<file path="config.mk">
export PLATFORM = sky130hd
export DESIGN_NAME = td4_wide
export DESIGN_NICKNAME = d
export VERILOG_FILES = /design/src/rtl/td4_wide.sv
export SDC_FILE = /design/constraint.sdc
export NUM_CORES = 1
export LEC_CHECK = 0
export CAP_MARGIN = 0
export CORE_ASPECT_RATIO = 0.5
export CORE_MARGIN = 4
export CORE_UTILIZATION = 30
export CTS_CLUSTER_SIZE = 40
export DETAILED_ROUTE_END_ITERATION = 16
export HOLD_SLACK_MARGIN = 0.06
export PLACE_DENSITY = 0.51
export REMOVE_ABC_BUFFERS = 1
export SLEW_MARGIN = 20
export SYNTH_ARGS = -nofsm -noshare
export SYNTH_HDL_FRONTEND = slang
export SYNTH_SLANG_ARGS = --single-unit
</file>
<file path="constraint.sdc">
create_clock -name clk -period 2.4 [get_ports clk]
set_input_delay 0.48 -clock clk [delete_from_list [all_inputs] [get_ports clk]]
set_output_delay 0.48 -clock clk [all_outputs]
set_load 0.01 [all_outputs]
</file>
<file path="src/rtl/td4_wide.sv">
// TD4-style core: 4-bit opcode ISA over a DW-bit datapath with an AW-bit program counter.
// One instruction retires per clock edge while en is high and the core is not halted.
module td4_wide #(
  parameter int DW = 4,
  parameter int AW = 4
) (
  input  logic          clk,
  input  logic          reset,
  input  logic          en,
  output logic [AW-1:0] rom_adr,
  input  logic [DW+3:0] rom_data,
  input  logic [DW-1:0] in_port,
  output logic [DW-1:0] out_port,
  output logic          halted
);

  typedef enum logic [3:0] {
    OP_ADD_A  = 4'b0000,
    OP_MOV_AB = 4'b0001,
    OP_IN_A   = 4'b0010,
    OP_MOV_AI = 4'b0011,
    OP_MOV_BA = 4'b0100,
    OP_ADD_B  = 4'b0101,
    OP_IN_B   = 4'b0110,
    OP_MOV_BI = 4'b0111,
    OP_HLT    = 4'b1000,
    OP_OUT_B  = 4'b1001,
    OP_NOP_A  = 4'b1010,
    OP_OUT_I  = 4'b1011,
    OP_NOP_C  = 4'b1100,
    OP_NOP_D  = 4'b1101,
    OP_JNC    = 4'b1110,
    OP_JMP    = 4'b1111
  } opcode_e;

  logic [AW-1:0] pc_q, pc_d;
  logic [DW-1:0] a_q, a_d;
  logic [DW-1:0] b_q, b_d;
  logic [DW-1:0] out_q, out_d;
  logic          c_q, c_d;
  logic          h_q, h_d;

  opcode_e       opcode;
  logic [DW-1:0] imm;
  logic [DW:0]   sum_a;
  logic [DW:0]   sum_b;

  assign opcode = opcode_e'(rom_data[DW+3:DW]);
  assign imm    = rom_data[DW-1:0];
  assign sum_a  = {1'b0, a_q} + {1'b0, imm};
  assign sum_b  = {1'b0, b_q} + {1'b0, imm};

  always_comb begin
    // NOTE: every variable gets a hold default first, so no path through the case can infer a latch.
    pc_d  = pc_q;
    a_d   = a_q;
    b_d   = b_q;
    out_d = out_q;
    c_d   = c_q;
    h_d   = h_q;
    if (en && !h_q) begin
      pc_d = pc_q + AW'(1);
      c_d  = 1'b0;
      unique case (opcode)
        OP_ADD_A:  {c_d, a_d} = sum_a;
        OP_MOV_AB: a_d = b_q;
        OP_IN_A:   a_d = in_port;
        OP_MOV_AI: a_d = imm;
        OP_MOV_BA: b_d = a_q;
        OP_ADD_B:  {c_d, b_d} = sum_b;
        OP_IN_B:   b_d = in_port;
        OP_MOV_BI: b_d = imm;
        OP_OUT_B:  out_d = b_q;
        OP_OUT_I:  out_d = imm;
        // JNC tests the carry left by the previously executed instruction.
        OP_JNC:    if (!c_q) pc_d = imm[AW-1:0];
        OP_JMP:    pc_d = imm[AW-1:0];
        OP_HLT: begin
          h_d  = 1'b1;
          pc_d = pc_q;
        end
        default: ;
      endcase
    end
  end

  always_ff @(posedge clk) begin
    // NOTE: state registers use non-blocking assignments so all flops update from pre-edge values.
    if (reset) begin
      pc_q  <= '0;
      a_q   <= '0;
      b_q   <= '0;
      out_q <= '0;
      c_q   <= 1'b0;
      h_q   <= 1'b0;
    end else begin
      pc_q  <= pc_d;
      a_q   <= a_d;
      b_q   <= b_d;
      out_q <= out_d;
      c_q   <= c_d;
      h_q   <= h_d;
    end
  end

  assign rom_adr  = pc_q;
  assign out_port = out_q;
  assign halted   = h_q;

endmodule

</file>
==> out/metrics.yaml, run 1 <==
via_count: 1177
whs_path_depth: 2
dieHeight_um: 56.6
fmax_ghz: 0.465
rows: 17
hold_buffers: 0
yosysTopAreaCellShare_pct: 25.4
grt_pass1_vias: 1156
drtAntennaViolNets: 0
cts_root_buf: "clkbuf_8"
crit_fanout: 2
clockBufferDepth: 2
io_pins: 24
synthCells: 140
instances_no_fill: 241
via_per_inst: 4.88
track_usage_pct: 12.6
finClkSkew_ns: 0.00209
area_growth_pct: 31.2
max-slew-margin-rel_pct: 68.3
cts_max_level: 1
postCtsSetupRepairBufs: 0
overflow: 0
crit_chain: "clkdlybuf4s50_1 -> inv_1 -> fa_1 -> xnor2_1 -> mux4_2 -> mux2i_1 -> nor2_1"
hold_start: "out_port[1]$_SDFFE_PP0P_"
worst_slack_ns: 0.250
portBuffers: 23
synth_edf_count: 0
gp_congestion: 0.742
synth_area_um2: 1420
reg2reg_slack_ns: 0.45
start_util_pct: 31.6
fin_crit_ns: 2.15
clock_sinks: 18
post_drt_wl_per_cell_um: 14.6
reg2reg_to: "b_q[2]$_SDFFE_PP0P_"
antenna_found_initial: 0
endpoint_kind: "flip-flop"
hold_path_end: "out_port[1]$_SDFFE_PP0P_"
postRouteWirelength_mm: 3.53
p_leak_nw: 0.751
yosysTopAreaCell: "dfxtp_1"
grt_setup_unrepaired: "false"
fin_nets: 202
seqCellArea_um2: 360
dp.cells: 237
startpoint: "rom_data[1]"
dieWidth_um: 105
tritoncts: "done"
die_area_um2: 5960
cts_resized: 0
drv_cap: 0
status: "completed"
reg2reg_from: "b_q[0]$_SDFFE_PP0P_"
path_clk_slew_ns: 0.08
drc_errors: 0
yosysWarnings: 0
critPathMaxStageDelay_ns: 0.49
multi_input_area_um2: 952
worstSetupPathType: "primary input to flip-flop"
core-area_um2: 4490
dr_wl_met2_mm: 1.54
slew_viol_final: 0
fin_area_um2: 1860
ys_async_sr_fraction_pct: 0
ys_ff_latch: 18
powerDensity_nw_per_um2: 426
critPathRequiredTime_ns: 2.56
first_pass_iters: 4
numCtsBuffers: 3
reg2reg_depth: 7
synthFlopType: "dfxtp_1"
grt_max_degree: 15
hold_class: "flip-flop to flip-flop"
cp.arrival_ns: 2.31
clk_latency_ns: 0.26
slowest_stage: "clkdlybuf4s50_1"
period_share_pct: 89.6
drive_gt1_share_pct: 20.6
ir_drop_uv: 178
dpl_cell_area_um2: 1800
cp-start-kind: "primary input"
grt_pass1_wl_mm: 5.97
synth.avg_cell_area_um2: 10.1
drtIter0Drc: 55
hpwl_mm: 2.80
fill_cells: 443
met1_length_mm: 1.82
finalSetupViolCount: 0
place_ws_ns: -0.192
tightest_slew_ns: 0.475
top_layer: "met4"
synthTopCellsByArea: "dfxtp_1 25%, mux4_2 9.5%, mux2i_1 8.5%, ha_1 7.9%, nor2_1 4.5%"
final-hold-violation-count: 0
seq_area_frac_synth_pct: 25.4
synth_cell_types: 48
wl_met3_um: 147
antennaDiodeCount: 0
## cells in the final DEF, fill, tap and decap left out, types with 3 or more instances in the layout
master           synthesis  final
inv_1                    8      8
nand2_1                  4      4
ha_1                     9      9
buf_4                    3     16
clkdlybuf4s50_1          0     22
dfxtp_1                 18     18
a211oi_1                 5      5
clkbuf_8                 0      4
a21oi_1                  7      7
nor2b_1                  3      3
mux4_2                   6      6
mux2i_1                 12     12
nor2_1                  17     17
## synthesized netlist by cell type (all sizes together), types with 2 or more instances
cell type	count
inv	9
nor2b	3
nor2	18
dfxtp	18
fa	2
nand4b	2
nand3	2
o311ai	2
a21oi	7
nor4	2
nand2	4
mux4	6
nor4b	3
buf	8
o21a	2
mux2i	12
a211oi	5
o32ai	2
nor3b	3
ha	9
nand2b	2
## metal layers
| metal | global-route usage [%] | up-vias |
|---|---|---|
| met2 | 19.1 | 22 |
| met1 | 18.1 | 548 |
| li1 | - | 605 |
| met5 | 0 | - |
| met3 | 3.21 | 2 |
| met4 | 2.43 | 0 |
## sequential cells by signal, indices dropped and copies added, names as in the netlist
name,count
out_port,4
c_q,1
halted,1
rom_adr,4
a_q,4
b_q,4
## logic make-up (layout without fill, tap and decap cells)
kind of cell	Yosys count	in the layout	synth area share (%)
AO/OA/AOI/OAI	28	28	15.1
AND/OR/NAND/NOR	45	45	22.1
buffers and inverters	18	53	7.41
flip-flops	18	18	25.4
multiplexers	18	18	18.0
XOR/XNOR	2	2	1.24
adder cells (fa/ha/maj)	11	11	10.8
## stage by stage
step	hold slack (ns)	util (%)	TNS [ns]	power, W
final	0.499	41.4	0	0.000792
after global routing	0.516	41.4	0	0.000843
after CTS	0.503	41.4	0	0.000808
after detailed placement	0.484	40.1	-0.690	0.000539
after global placement	0.467	40.1	-0.591	0.000539
after floorplan	0.470	-	0	0.000429
## report_power, final
| part | internal, W | switching, W |
|---|---|---|
| Clock | 0.000146 | 0.000115 |
| Combinational | 0.000115 | 0.0000937 |
| Sequential | 0.000310 | 0.0000126 |
| Total | 0.000571 | 0.000221 |
## final cells by class
class | count | share of cell area [%]
tap | 66 | 4.44
sequential | 18 | 19.4
clock buffer | 4 | 2.96
timing repair buffer | 40 | 20.1
multi-input combinational | 104 | 51.2
inverter | 9 | 1.95
## worst max path at each step
stage	end	slack, ns	cells after the start
after global placement	b_q[2]$_SDFFE_PP0P_	-0.20	8
after detailed placement	b_q[2]$_SDFFE_PP0P_	-0.19	8
after CTS	b_q[2]$_SDFFE_PP0P_	0.07	8
after global routing	b_q[2]$_SDFFE_PP0P_	0.18	7
after floorplan	a_q[2]$_SDFFE_PP0P_	0.46	6
final	b_q[2]$_SDFFE_PP0P_	0.25	7
## worst max-delay path, delay by kind of cell
| family | cells | cell delay, ns |
|---|---|---|
| xor gates and xnor gates | 1 | 0.15 |
| adders and majority gates | 1 | 0.48 |
| buffers and inverters | 2 | 0.57 |
| muxes | 2 | 0.59 |
| and+or+nand+nor | 1 | 0.05 |
Note: power is estimated with default switching activity, not from simulation.
==> run 2, diff against run 1 <==
--- a/config.mk
+++ b/config.mk
@@ -9,6 +9,7 @@
 export CORE_ASPECT_RATIO = 0.5
 export CORE_MARGIN = 4
 export CORE_UTILIZATION = 30
+export CTS_BUF_LIST = sky130_fd_sc_hd__clkbuf_4
 export CTS_CLUSTER_SIZE = 40
 export DETAILED_ROUTE_END_ITERATION = 16
 export HOLD_SLACK_MARGIN = 0.06
==> run 2 against run 1 <==
  * Global-route usage is the same
  * Largest cell class unchanged
  * Design area shrank 1.7%
  * Fmax shrank 5.9%
  * Critical path type unchanged
  * Critical path depth grew 1
  * First-iteration DRC count grew 16%
  * Register-to-register slack is essentially flat
  * Cell count is the same
  * Total power shrank 11%
  * Non-clock buffer count is the same
  * Sequential share of layout area grew 0.33 points
==> out/metrics.yaml, run 2 (synthesized netlist as in run 1, its figures left out) <==
tightest_slew_ns: 0.474  # -0.000625 ns
clockBufferDepth: 2  # unchanged
worstSetupPathType: "primary input to flip-flop"
drtAntennaViolNets: 0  # unchanged
final-hold-violation-count: 0  # unchanged
postRouteWirelength_mm: 3.49  # -1.1%
hold_buffers: 0  # unchanged
final_cell_mix: "23 x clkdlybuf4s50_1, 18 x dfxtp_1, 17 x nor2_1"
fmax_ghz: 0.438  # -5.9%
clock_sinks: 18  # unchanged
status: "completed"
track_usage_pct: 12.6  # unchanged
finalPower_w: 0.000702  # -11%
drv_cap: 0  # unchanged
powerDensity_nw_per_um2: 384  # -9.8%
dpl_cell_area_um2: 1800  # unchanged
path_clk_slew_ns: 0.12  # +0.04 ns
overflow: 0  # unchanged
hold_slack_ns: 0.506  # +0.00677 ns
via_count: 1177  # unchanged
via_per_inst: 4.88  # unchanged
dieWidth_um: 105  # unchanged
postCtsSetupRepairBufs: 0  # unchanged
drc_errors: 0  # unchanged
clk_latency_ns: 0.31  # +0.05 ns
cts_max_level: 1  # unchanged
max-slew-margin-rel_pct: 68.3  # about the same
cp.arrival_ns: 2.50  # +0.19 ns
hold_class: "flip-flop to flip-flop"
grt_setup_unrepaired: "false"
final_common_cell: "clkdlybuf4s50_1"
tritoncts: "done"
drtIter0Drc: 64  # +16%
fin_crit_ns: 2.28  # +0.134 ns
finalSetupViolCount: 0  # unchanged
start_util_pct: 31.6  # unchanged
portBuffers: 23  # unchanged
grt_pass1_wl_mm: 5.96  # -0.12%
cp-start-kind: "primary input"
area_growth_pct: 28.9
critPathRequiredTime_ns: 2.62  # +0.06 ns
numCtsBuffers: 3  # unchanged
fin_area_um2: 1830  # -1.7%
p_leak_nw: 0.728  # -3.0%
finClkSkew_ns: 0.00560  # +0.00352 ns
rows: 17  # unchanged
antenna_found_initial: 0  # unchanged
endpoint_kind: "flip-flop"
fin_nets: 202  # unchanged
slew_viol_final: 0  # unchanged
die_area_um2: 5960  # unchanged
grt_pass1_vias: 1153  # -0.26%
gp_congestion: 0.742  # unchanged
antennaDiodeCount: 0  # unchanged
grt_max_degree: 15  # unchanged
hpwl_mm: 2.80  # unchanged
dieHeight_um: 56.6  # unchanged
post_drt_wl_per_cell_um: 14.5  # -1.1%
drive_gt1_share_pct: 20.0  # -0.57 points
core-area_um2: 4490  # unchanged
first_pass_iters: 4  # unchanged
critPathMaxStageDelay_ns: 0.57  # +0.08 ns
cts_resized: 0  # unchanged
period_share_pct: 95.2  # +5.6 points
crit_fanout: 4  # +2
slowest_stage: "clkdlybuf4s50_1"
io_pins: 24  # unchanged
cts_root_buf: "clkbuf_4"
ir_drop_uv: 148  # -17%
crit_chain: "clkdlybuf4s50_1 -> ha_1 -> inv_1 -> fa_1 -> xnor2_1 -> mux4_2 -> mux2i_1 -> nor2_1"
## run 2: cell types whose count changed in the layout (fill, tap and decap cells not counted), sizes merged
cell	previous run	this run
clkbuf	4	3
clkdlybuf4s50	22	23
clkinv	0	1
dlymetal6s2s	1	0
## run 2: final timing paths
path,end,start,cells past startpoint,slack (ns)
max,b_q[2]$_SDFFE_PP0P_,rom_data[0],8,0.12
min reg2reg,rom_adr[3]$_SDFFE_PP0P_,rom_adr[3]$_SDFFE_PP0P_,2,0.51
max reg2reg,b_q[2]$_SDFFE_PP0P_,b_q[0]$_SDFFE_PP0P_,7,0.45
min,rom_adr[3]$_SDFFE_PP0P_,rom_adr[3]$_SDFFE_PP0P_,2,0.51
## run 2: stage by stage
stage | worst slack [ns] | utilization (%) | cells | setup TNS [ns]
detailed placement | -0.192 | 40.1 | 237 | -0.690
finish | 0.115 | 40.7 | 241 | 0
global placement | -0.204 | 40.1 | 237 | -0.591
CTS | 0.135 | 40.7 | 241 | 0
global route | 0.0581 | 40.7 | 241 | 0
floorplan | 0.461 | - | 131 | 0
## run 2: layer usage
metal	GRT usage (%)	up-vias	part of all wire, %
met5	0	-	0
met4	2.43	0	0.63
met3	3.21	2	3.8
met2	19.1	24	43
met1	18.1	548	53
li1	-	603	-
## run 2: final cells by class
cell class                      count  area, µm²
Clock buffer                        3       22.5
Sequential cell                    18        360
Tap cell                           66       82.6
Timing Repair Buffer               40        370
Inverter                            9       36.3
Clock inverter                      1       3.75
Multi-Input combinational cell    104        952
Fill cell                         447       2660
## run 2: worst max-delay path: cells and delay by family
| family | cells | cell delay, ns |
|---|---|---|
| muxes | 2 | 0.59 |
| xor gates and xnor gates | 1 | 0.15 |
| buffers and inverters | 2 | 0.62 |
| adders and majority gates | 2 | 0.61 |
| and+or+nand+nor | 1 | 0.05 |
## run 2: where the power goes
group	total [W]	switching, W	internal (W)
registers	0.000323	0.0000125	0.000311
logic	0.000209	0.0000936	0.000115
clock network	0.000171	0.000110	0.0000608
total	0.000702	0.000216	0.000486
